**config.mk**
```make
export PLATFORM = sky130hd
export DESIGN_NAME = gx4000_asic_ram_arb
export DESIGN_NICKNAME = d
export VERILOG_FILES = /design/src/rtl/gx4000_pkg.sv /design/src/rtl/gx4000_tag_pipe.sv /design/src/rtl/gx4000_asic_ram_arb.sv
export SDC_FILE = /design/constraint.sdc
export NUM_CORES = 1
export LEC_CHECK = 0
export BUFFER_PORTS_ARGS = -buffer_cell sky130_fd_sc_hd__buf_4
export CORE_ASPECT_RATIO = 0.75
export CORE_MARGIN = 2
export CORE_UTILIZATION = 40
export CTS_CLUSTER_SIZE = 12
export DETAILED_ROUTE_END_ITERATION = 10
export PLACE_DENSITY = 0.83
export SKIP_CTS_REPAIR_TIMING = 1
export SYNTH_ARGS = -nofsm -noshare
export SYNTH_HDL_FRONTEND = slang
export SYNTH_HIERARCHICAL = 1
export SYNTH_SLANG_ARGS = --single-unit
```
**constraint.sdc**
```tcl
create_clock -name clk_sys -period 3.1 [get_ports clk_sys]
set_input_delay 0.155 -clock clk_sys [delete_from_list [all_inputs] [get_ports clk_sys]]
set_output_delay 0.155 -clock clk_sys [all_outputs]
set_load 0.01 [all_outputs]
```
**src/rtl/gx4000_pkg.sv**
```systemverilog
// Shared types for the GX4000 ASIC RAM arbiter slice.
// Latency: n/a (types and constants only).
// Backpressure: n/a.
package gx4000_pkg;

    localparam int ASIC_RAM_AW = 14;

    // Requester ID carried alongside each in-flight RAM access
    typedef enum logic [1:0] {
        REQ_NONE = 2'd0,
        REQ_VID  = 2'd1,
        REQ_DMA  = 2'd2,
        REQ_CPU  = 2'd3
    } req_id_t;

endpackage

```
**src/rtl/gx4000_tag_pipe.sv**
```systemverilog
// Delay line of requester IDs that follows reads through the RAM so returns can be steered.
// Latency: DEPTH cycles from tag_in to tag_out.
// Backpressure: none; advances every cycle, cleared to REQ_NONE on reset.
module gx4000_tag_pipe
    import gx4000_pkg::*;
#(
    parameter int DEPTH = 2
) (
    input  logic    clk_sys,
    input  logic    reset_n,
    input  req_id_t tag_in,
    output req_id_t tag_out
);

    req_id_t stage_q [DEPTH];
    req_id_t stage_d [DEPTH];

    // Shift one stage per cycle; new tag enters at stage 0
    always_comb begin
        stage_d[0] = tag_in;
        for (int i = 1; i < DEPTH; i++) begin
            stage_d[i] = stage_q[i-1];
        end
    end

    // Stage registers; reset drops every in-flight tag
    always_ff @(posedge clk_sys or negedge reset_n) begin
        if (!reset_n) begin
            for (int i = 0; i < DEPTH; i++) begin
                stage_q[i] <= REQ_NONE;
            end
        end else begin
            stage_q <= stage_d;
        end
    end

    assign tag_out = stage_q[DEPTH-1];

endmodule

```
**src/rtl/gx4000_asic_ram_arb.sv**
```systemverilog
// Shares the single-port ASIC RAM between video, DMA and CPU (video > DMA > CPU, CPU promoted when starved).
// Latency: gnt and ram strobe one cycle after req is seen; read rvalid RAM_LAT+1 cycles after the strobe.
// Backpressure: requesters hold req until their one-cycle gnt; the granted requester is masked during its gnt cycle.
module gx4000_asic_ram_arb
    import gx4000_pkg::*;
#(
    parameter int ADDR_W     = ASIC_RAM_AW,
    parameter int RAM_LAT    = 1,
    parameter int STARVE_MAX = 15
) (
    input  logic              clk_sys,
    input  logic              reset_n,
    input  logic              vid_req,
    input  logic [ADDR_W-1:0] vid_addr,
    output logic              vid_gnt,
    input  logic              dma_req,
    input  logic [ADDR_W-1:0] dma_addr,
    output logic              dma_gnt,
    input  logic              cpu_req,
    input  logic              cpu_we,
    input  logic [ADDR_W-1:0] cpu_addr,
    input  logic [7:0]        cpu_wdata,
    output logic              cpu_gnt,
    output logic [7:0]        rdata,
    output logic              vid_rvalid,
    output logic              dma_rvalid,
    output logic              cpu_rvalid,
    output logic [ADDR_W-1:0] ram_addr,
    output logic              ram_rd,
    output logic              ram_wr,
    output logic [7:0]        ram_din,
    input  logic [7:0]        ram_q,
    output logic              cpu_starved
);

    localparam int                WAIT_W   = $clog2(STARVE_MAX + 1);
    localparam logic [WAIT_W-1:0] WAIT_MAX = WAIT_W'(STARVE_MAX);

    logic              vid_gnt_q, vid_gnt_d;
    logic              dma_gnt_q, dma_gnt_d;
    logic              cpu_gnt_q, cpu_gnt_d;
    logic              ram_rd_q, ram_rd_d;
    logic              ram_wr_q, ram_wr_d;
    logic [ADDR_W-1:0] ram_addr_q, ram_addr_d;
    logic [7:0]        ram_din_q, ram_din_d;
    logic [7:0]        rdata_q, rdata_d;
    logic              vid_rvalid_q, vid_rvalid_d;
    logic              dma_rvalid_q, dma_rvalid_d;
    logic              cpu_rvalid_q, cpu_rvalid_d;
    logic [WAIT_W-1:0] cpu_wait_q, cpu_wait_d;

    logic    vid_elig, dma_elig, cpu_elig, cpu_promote;
    req_id_t winner;
    req_id_t issue_tag;
    req_id_t ret_tag;

    // Priority pick; a requester in its gnt cycle is still holding the old request, so it sits out
    always_comb begin
        vid_elig    = vid_req & ~vid_gnt_q;
        dma_elig    = dma_req & ~dma_gnt_q;
        cpu_elig    = cpu_req & ~cpu_gnt_q;
        cpu_promote = cpu_elig & (cpu_wait_q == WAIT_MAX);
        winner      = REQ_NONE;
        if (cpu_promote) begin
            winner = REQ_CPU;
        end else if (vid_elig) begin
            winner = REQ_VID;
        end else if (dma_elig) begin
            winner = REQ_DMA;
        end else if (cpu_elig) begin
            winner = REQ_CPU;
        end
    end

    // Grant pulse and RAM strobe/address/data for the winner; address and data hold when idle
    always_comb begin
        vid_gnt_d  = (winner == REQ_VID);
        dma_gnt_d  = (winner == REQ_DMA);
        cpu_gnt_d  = (winner == REQ_CPU);
        ram_wr_d   = (winner == REQ_CPU) & cpu_we;
        ram_rd_d   = (winner != REQ_NONE) & ~ram_wr_d;
        ram_addr_d = ram_addr_q;
        ram_din_d  = ram_din_q;
        case (winner)
            REQ_VID: ram_addr_d = vid_addr;
            REQ_DMA: ram_addr_d = dma_addr;
            REQ_CPU: ram_addr_d = cpu_addr;
            default: ;
        endcase
        if (ram_wr_d) begin
            ram_din_d = cpu_wdata;
        end
        // Writes produce no return, so they travel the tag pipe as empty slots
        issue_tag = ram_rd_d ? winner : REQ_NONE;
    end

    // Read return: capture RAM data and steer rvalid by the tag that arrives with it
    always_comb begin
        rdata_d      = (ret_tag != REQ_NONE) ? ram_q : rdata_q;
        vid_rvalid_d = (ret_tag == REQ_VID);
        dma_rvalid_d = (ret_tag == REQ_DMA);
        cpu_rvalid_d = (ret_tag == REQ_CPU);
    end

    // CPU wait counter: counts losing cycles, saturates, clears on grant or when the CPU gives up
    always_comb begin
        cpu_wait_d = cpu_wait_q;
        if (!cpu_req || cpu_gnt_q || (winner == REQ_CPU)) begin
            cpu_wait_d = '0;
        end else if (cpu_wait_q != WAIT_MAX) begin
            cpu_wait_d = cpu_wait_q + WAIT_W'(1);
        end
    end

    // State registers
    always_ff @(posedge clk_sys or negedge reset_n) begin
        if (!reset_n) begin
            vid_gnt_q    <= 1'b0;
            dma_gnt_q    <= 1'b0;
            cpu_gnt_q    <= 1'b0;
            ram_rd_q     <= 1'b0;
            ram_wr_q     <= 1'b0;
            ram_addr_q   <= '0;
            ram_din_q    <= '0;
            rdata_q      <= '0;
            vid_rvalid_q <= 1'b0;
            dma_rvalid_q <= 1'b0;
            cpu_rvalid_q <= 1'b0;
            cpu_wait_q   <= '0;
        end else begin
            vid_gnt_q    <= vid_gnt_d;
            dma_gnt_q    <= dma_gnt_d;
            cpu_gnt_q    <= cpu_gnt_d;
            ram_rd_q     <= ram_rd_d;
            ram_wr_q     <= ram_wr_d;
            ram_addr_q   <= ram_addr_d;
            ram_din_q    <= ram_din_d;
            rdata_q      <= rdata_d;
            vid_rvalid_q <= vid_rvalid_d;
            dma_rvalid_q <= dma_rvalid_d;
            cpu_rvalid_q <= cpu_rvalid_d;
            cpu_wait_q   <= cpu_wait_d;
        end
    end

    gx4000_tag_pipe #(
        .DEPTH (RAM_LAT + 1)
    ) u_tag_pipe (
        .clk_sys (clk_sys),
        .reset_n (reset_n),
        .tag_in  (issue_tag),
        .tag_out (ret_tag)
    );

    assign vid_gnt     = vid_gnt_q;
    assign dma_gnt     = dma_gnt_q;
    assign cpu_gnt     = cpu_gnt_q;
    assign ram_rd      = ram_rd_q;
    assign ram_wr      = ram_wr_q;
    assign ram_addr    = ram_addr_q;
    assign ram_din     = ram_din_q;
    assign rdata       = rdata_q;
    assign vid_rvalid  = vid_rvalid_q;
    assign dma_rvalid  = dma_rvalid_q;
    assign cpu_rvalid  = cpu_rvalid_q;
    assign cpu_starved = (cpu_wait_q == WAIT_MAX);

endmodule

```
# After elaboration in Yosys (flattened, before gate mapping)
# Cells that the tools add are included.
[op_classes]
addsub = 1
n_eq_ne = 8
mux = 8
n_bitwise = 10
n_reduce_logical = 7
[op_table]
columns = ["op", "n"]
rows = [
  ["$pmux W14 S3", 1],
  ["$mux W2", 5],
  ["$eq A2 B2 Y1 const B", 4],
  ["$mux W4", 2],
  ["$and A1 B1 Y1", 6],
  ["$reduce_bool A2 Y1", 3],
  ["$add A4 B1 Y4 const B", 1],
  ["$eq A2 B1 Y1 const B", 2],
  ["$eq A4 B4 Y1 const B", 1],
  ["$ne A4 B4 Y1 const B", 1],
  ["$not A1 Y1", 4],
  ["$reduce_bool A3 Y1", 1],
  ["$logic_or A1 B1 Y1", 2],
  ["$logic_not A1 Y1", 1],
]
[word_totals]
reg_bits = 46
out_inout_bits = 39
elab_cells = 48

# Logic depth before layout (Yosys ltp)
# Gate-level depths: netlist (run 1).
[logic_depth]
depth_word = 11
ltp_mapped = 6
mapped_depth_nobuf = 5

# Modules after synthesis
# Netlist (run 1), hierarchy kept.
[modules_own_cells]
columns = ["mod", "n_inst", "cells_each", "area_each_um2", "seq_area_each_um2"]
rows = [
  ["gx4000_asic_ram_arb", 1, 157, 1865.5, 1051.0],
  ["gx4000_tag_pipe", 1, 4, 100.1, 100.1],
]

# Worst setup path after synthesis (run 1)
# Ideal clock, no wire load.
[synth_path]
path_kind = "register -> register"
startpoint = "reg cpu_wait_q[0]"
endpoint = "reg ram_addr_q[0], in the netlist ram_addr[0]"
setup_ns = 0.126
t_arrival_ns = 1.461
setup_slack_ns = 1.513
path_stages_with_launch = 7
n_path_buf = 1
synth_period_minus_slack_ns = 1.587
cell_sequence = "dfrtp_1 ha_1 nand3_1 o21a_4 nor2_4 buf_6 a221o_1"
[synth_between]
elab_chain_cells = 5
[synth_rtl]
columns = ["element", "line_no", "source"]
rows = [
  ["start: declaration", "gx4000_asic_ram_arb.sv:50", "logic [WAIT_W-1:0] cpu_wait_q, cpu_wait_d;"],
  ["start signal: assignment", "gx4000_asic_ram_arb.sv:142", "cpu_wait_q <= cpu_wait_d;"],
  ["$eq A4 B4 Y1 (*)", "gx4000_asic_ram_arb.sv:62", "cpu_promote = cpu_elig & (cpu_wait_q == WAIT_MAX);"],
  ["$and A1 B1 Y1 (*)", "gx4000_asic_ram_arb.sv:62", ""],
  ["$mux W2 (*)", "gx4000_asic_ram_arb.sv:64", "if (cpu_promote) begin"],
  ["$eq A2 B2 Y1 (*)", "-", ""],
  ["named net cpu_gnt_d", "gx4000_asic_ram_arb.sv:41", "logic cpu_gnt_q, cpu_gnt_d;"],
  ["$pmux W14 S3 or $reduce_bool A3 Y1 (tied branches)", "-", ""],
  ["end signal: assignment", "gx4000_asic_ram_arb.sv:136", "ram_addr_q <= ram_addr_d;"],
  ["end: declaration", "gx4000_asic_ram_arb.sv:44", "logic [ADDR_W-1:0] ram_addr_q, ram_addr_d;"],
]
# The timed path passes the listed nets; every way through them passes the cells marked *.
# A chain may end at the register's enable or synchronous reset.

# Worst setup path in the final report (run 1)
[layout_path]
startpoint = "reg cpu_wait_q[0]"
endpoint = "reg ram_din_q[6], in the netlist ram_din[6]"
[layout_between]
elab_chain_cells = 5
[layout_rtl]
columns = ["element", "line_no", "source"]
rows = [
  ["$eq A4 B4 Y1", "gx4000_asic_ram_arb.sv:62", ""],
  ["$and A1 B1 Y1", "gx4000_asic_ram_arb.sv:62", ""],
  ["$mux W2", "gx4000_asic_ram_arb.sv:64", ""],
  ["$eq A2 B2 Y1", "gx4000_asic_ram_arb.sv:80", "ram_wr_d = (winner == REQ_CPU) & cpu_we;"],
  ["$and A1 B1 Y1", "gx4000_asic_ram_arb.sv:80", ""],
  ["end signal: assignment", "gx4000_asic_ram_arb.sv:137", "ram_din_q <= ram_din_d;"],
  ["end: declaration", "gx4000_asic_ram_arb.sv:45", "logic [7:0] ram_din_q, ram_din_d;"],
]
# No other way between the ends.

==> run metrics, run 1 <==
CP arrival between 1500 and 2000 ps; RSZ-0062 raised after global routing false; WP data required 3290 ps; vias per inst ~5.1; vias in the first global route roughly 1700; maxcap violations 0; Die ar. 5497 um^2; Static Leak around 0.0014 uW; I/O Pins just over 100; CP max FO 11; vias 1644; fin. max-slew vios 0; Post-DP HPWL approximately 3.4 mm; Std-Cell Rows 22; CTS Buf Count 5; pre-CTS setup slack approximately 1400 ps; count of final setup violators 0; DRT antenna net count 0; root buf cell clkbuf_8; critical path class reg -> reg; top post-synthesis cells by area dfrtp_1 59%, mux2_2 9.2%, a221o_1 7.1%, nand3_1 4.1%, a21oi_1 3.6%; outcome finished clean; crit share post-route 0.5585; final net count approximately 330; most used flip-flop cell after synthesis dfrtp_1; Yosys top cell by area dfrtp_1; CTS tree done; Slowest-stage cell, CP dfrtp_1; total grt overflow 0; gp weighted congestion between 0.7 and 0.8; mean area per synthesized cell 12.21 um^2; CTS Sinks 46; H-tree depth 2; number of synthesized register bits 46; synth cell count leaders 46 x dfrtp_1, 17 x nand2_1, 16 x mux2_2, 16 x nand3_1; clk buf depth 2; delay-heaviest family, CP simple AND/OR/NAND/NOR gates; Syn Inst Count between 150 and 200; worst slew pin tran 1030 ps; peak supply drop approximately 270 uV; Starting DRT DRC Count 55; Final Util 0.5899; Startpoint Class flip-flop; top-count cell post-synth dfrtp_1; pwr/cell area between 500 and 600 nW/um^2; Post-synth EDFFs 0; share of the synthesized area in the top cell type 0.5856; CP bufs+invs 0; clock skew 9.104 ps; I/O Buffers around 100; Cell Area, Synth between 1500 and 2000 um^2; chip width between 80 and 90 um; Worst Hold Class in -> reg; Yosys cell types 26; share of cells above drive strength 1 0.5095; routed length per instance around 14 um; CP Capture Type flip-flop; slew margin rel. 0.3099; drt pass-1 iters 4; ys async rst share 1.000; GRT Util Overall 0.1760; Ys Warns 6; final hold violations 0; clk_lat worst skew around 300 ps; DRT Wirelength between 4 and 5 mm; n_diodes 0; Seq/Total Area, Yosys 0.5856; crit-path max cell delay between 300 and 400 ps; clk slew on worst S/H paths ~90 ps; setup ws final 1369 ps; syn_nets between 200 and 250; initial antenna violation count 0; Post-route DRC 0; largest net degree at the start of global routing 47; Final min period roughly 1700 ps; Final TNS setup 0 ps; first-pass GRT wire length 7.548 mm; cells along the critical path ha_1 -> nand3_1 -> o21a_4 -> nor2_4 -> mux2_2; Fmax 577.6 MHz; initial core utilization 0.4081; Core Footprint 4817 um^2; Die Y 64.71 um; area grow syn2layout 44.56%
[worst paths after layout]
check | startpoint | end | slack [ps] | depth (start not counted)
worst max-delay path | cpu_wait_q[0] | ram_din[6] | 1370 | 5
worst min-delay path | cpu_addr[12] | ram_addr[12] | 80 | 2
worst max register to register | cpu_wait_q[0] | ram_din[6] | 1370 | 5
worst min register to register | u_tag_pipe/stage_d[1] | u_tag_pipe/tag_out[1] | 360 | 0
max in group asynchronous | reset_n | ram_din[6] | 2330 | 2
min in group asynchronous | reset_n | ram_addr[11] | 390 | 2
[power by group]
group | total (uW) | switching [uW] | internal (uW)
Clock | 374 | 211 | 163
Sequential | 732 | 46.9 | 685
Combinational | 383 | 160 | 223
[routing by layer]
metal | share of wire | GRT usage | vias to the layer above
li1 | - | - | 773
met5 | 0 | 0 | -
met3 | 0.090 | 0.04713 | 5
met1 | 0.43 | 0.2187 | 779
met2 | 0.47 | 0.2988 | 87
met4 | 0.010 | 0.05952 | 0
[sequential cells by signal, summed over array words and instances (netlist names), 2 cells and up]
name                count
cpu_wait_q              4
ram_addr               14
ram_din                 8
rdata                   8
u_tag_pipe/stage_d      2
u_tag_pipe/tag_out      2
[cells by family after synthesis]
| kind of cell | Yosys count | share of synthesized area |
|---|---|---|
| AOI/OAI and AO/OA | 31 | 0.1216 |
| xor gates and xnor gates | 2 | 0.008913 |
| adders and majority gates | 1 | 0.006364 |
| buffers and inverters | 11 | 0.04073 |
| DFF | 46 | 0.5856 |
| muxes | 16 | 0.09166 |
| and+or+nand+nor | 54 | 0.1451 |
[layout by cell type, fill, tap and decap left out]
master         count
dfrtp_1           46
nor3_2             1
clkinv_4           1
a221o_1           14
xnor2_1            1
o21ai_0            1
inv_6              1
xor2_1             1
and2_1             1
o21a_4             1
ha_1               1
nand2_1           17
a21oi_1           14
buf_4            103
nor3_1             1
nor2_1             7
clkbuf_8           5
and3_1             1
nor2_4             3
clkinvlp_4         1
nor2b_1            4
nand3_1           16
dlygate4sd3_1      1
nand2b_1           1
a211o_1            1
mux2_2            16
inv_1              1
nor2b_4            1
nand2b_2           1
[stage by stage]
step / area (um^2) / hold WS, ps / instances / total power, uW
CTS: 2831 / -144.9 / 322 / 1513
global route: 2841 / 70.13 / 323 / 1574
global placement: 2738 / 188.6 / 314 / 1121
detailed placement: 2738 / 192.0 / 314 / 1132
floorplan: 1966 / -140.6 / 161 / 912.9
finish: 2841 / 78.62 / 323 / 1489
[layout make-up]
cell class / instances / area, um^2
sequential: 46 / 1151
clock buffer: 5 / 68.82
inverter: 1 / 3.754
tap: 60 / 75.07
multi-input combinational: 104 / 734.5
clock inverter: 3 / 25.02
timing repair buffer: 104 / 783.3
fill: 416 / 1976
Power figures use the tool's default switching activity.
==> inputs of run 2 (changes only) <==
==> constraint.sdc (replaced) <==
create_clock -name clk_sys -period 1.6 [get_ports clk_sys]
set_input_delay 0.08 -clock clk_sys [delete_from_list [all_inputs] [get_ports clk_sys]]
set_output_delay 0.08 -clock clk_sys [all_outputs]
set_load 0.01 [all_outputs]
==> run metrics, run 2 (synthesized netlist as in run 1, its figures left out) <==
n_diodes 0; CTS tree done; initial antenna violation count 0; I/O Buffers about 100; clk buf depth 2; Hold Worst Slack 11.35 ps; Static Leak 0.001438 uW; Fmax 659.8 MHz; first-pass GRT wire length 7.762 mm; max reg flops 14; drt pass-1 iters 4; vias between 1500 and 2000; clock skew around 7.2 ps; vias per inst 4.991; fin. max-slew vios 0; clk slew on worst S/H paths around 80 ps; CP arrival roughly 1700 ps; H-tree depth 2; DRT antenna net count 0; largest net degree at the start of global routing 47; worst slew pin tran 560.1 ps; pwr/cell area between 900 and 1000 nW/um^2; total grt overflow 0; CP Capture Type flip-flop; clk_lat worst skew 290 ps; root buf cell clkbuf_8; Starting DRT DRC Count 42; Finished Layout Cells approximately 330; I/O Pins 103; share of cells above drive strength 1 0.5328; Die ar. roughly 5500 um^2; cell count after placement 324; initial core utilization 0.4081; gp weighted congestion roughly 0.77; most frequent cells in the layout 112 x buf_4, 46 x dfrtp_1, 17 x nand2_1, 16 x mux2_2, 15 x nand3_1; peak supply drop between 400 and 500 uV; CP max FO 17; Std-Cell Rows 22; Final min period 1516 ps; Final TNS setup 0 ps; chip width between 80 and 90 um; final net count 338; Die Y 64.71 um; Post-route DRC 0; CTS Sinks 46; maxcap violations 0; Startpoint Class flip-flop; worst reg2reg path depth 7; outcome finished clean; commonest non-fill, non-tap cell in the layout buf_4; final hold violations 0; hold path depth 2; DRT Wirelength 4.839 mm; area grow syn2layout 50.29%; critical path class reg -> reg; Worst Hold Class in -> reg; CTS Buf Count 5; Core Footprint roughly 4800 um^2; crit share post-route 0.9473; vias in the first global route between 1500 and 2000; GRT Util Overall 0.1815; Post-DP HPWL approximately 3.6 mm; slew margin rel. 0.6266; count of final setup violators 0; routed length per instance 14.49 um; WP data required 1780 ps
run 2: where the power goes:
group	internal [uW]	switching [uW]
clock	349	369
combinational	458	320
sequential	1330	85.9
total	2130	775
run 2: routing by layer:
layer	global-route usage	wire length, um	part of all wire
met1	0.2291	2015	0.42
met2	0.2861	2276	0.47
met3	0.07389	480	0.099
met4	0.05754	66	0.014
met5	0	0	0
run 2: cell type report:
class,count,area [um^2]
fill,404,1863
sequential,46,1151
timing repair buffer,115,890.9
multi-input combinational,104,742.0
clock buffer,7,86.33
tap,60,75.07
clock inverter,1,5.005
inverter,1,3.754
run 2: stage by stage:
stage / power, uW / cell area, um^2 / utilization / setup slack, ps
3_3_place_gp: 2198 / 2825 / 0.5865 / 36.82
2_1_floorplan: 1769 / 1966 / - / 12.71
3_5_place_dp: 2219 / 2825 / 0.5865 / -39.64
4_1_cts: 2940 / 2917 / 0.6055 / -49.90
6_report: 2910 / 2954 / 0.6132 / 84.36
5_1_grt: 3067 / 2954 / 0.6132 / -0.5581
run 2: worst paths after layout:
path | from | end | slack (ps)
max | cpu_wait_q[0] | ram_addr[8] | 80
min | cpu_addr[1] | ram_addr[1] | 10
max reg2reg | cpu_wait_q[0] | ram_addr[8] | 80
min reg2reg | u_tag_pipe/stage_d[0] | u_tag_pipe/tag_out[0] | 350
max in group asynchronous | reset_n | cpu_rvalid | 890
min in group asynchronous | reset_n | ram_addr[4] | 330
run 2: critical path: stages, from the launching register on:
cell and delay, ps:
dfrtp_1 380, ha_2 210, nand3_2 90, buf_4 160, nor2_4 100, buf_12 150
a21oi_1 50, a221o_1 260
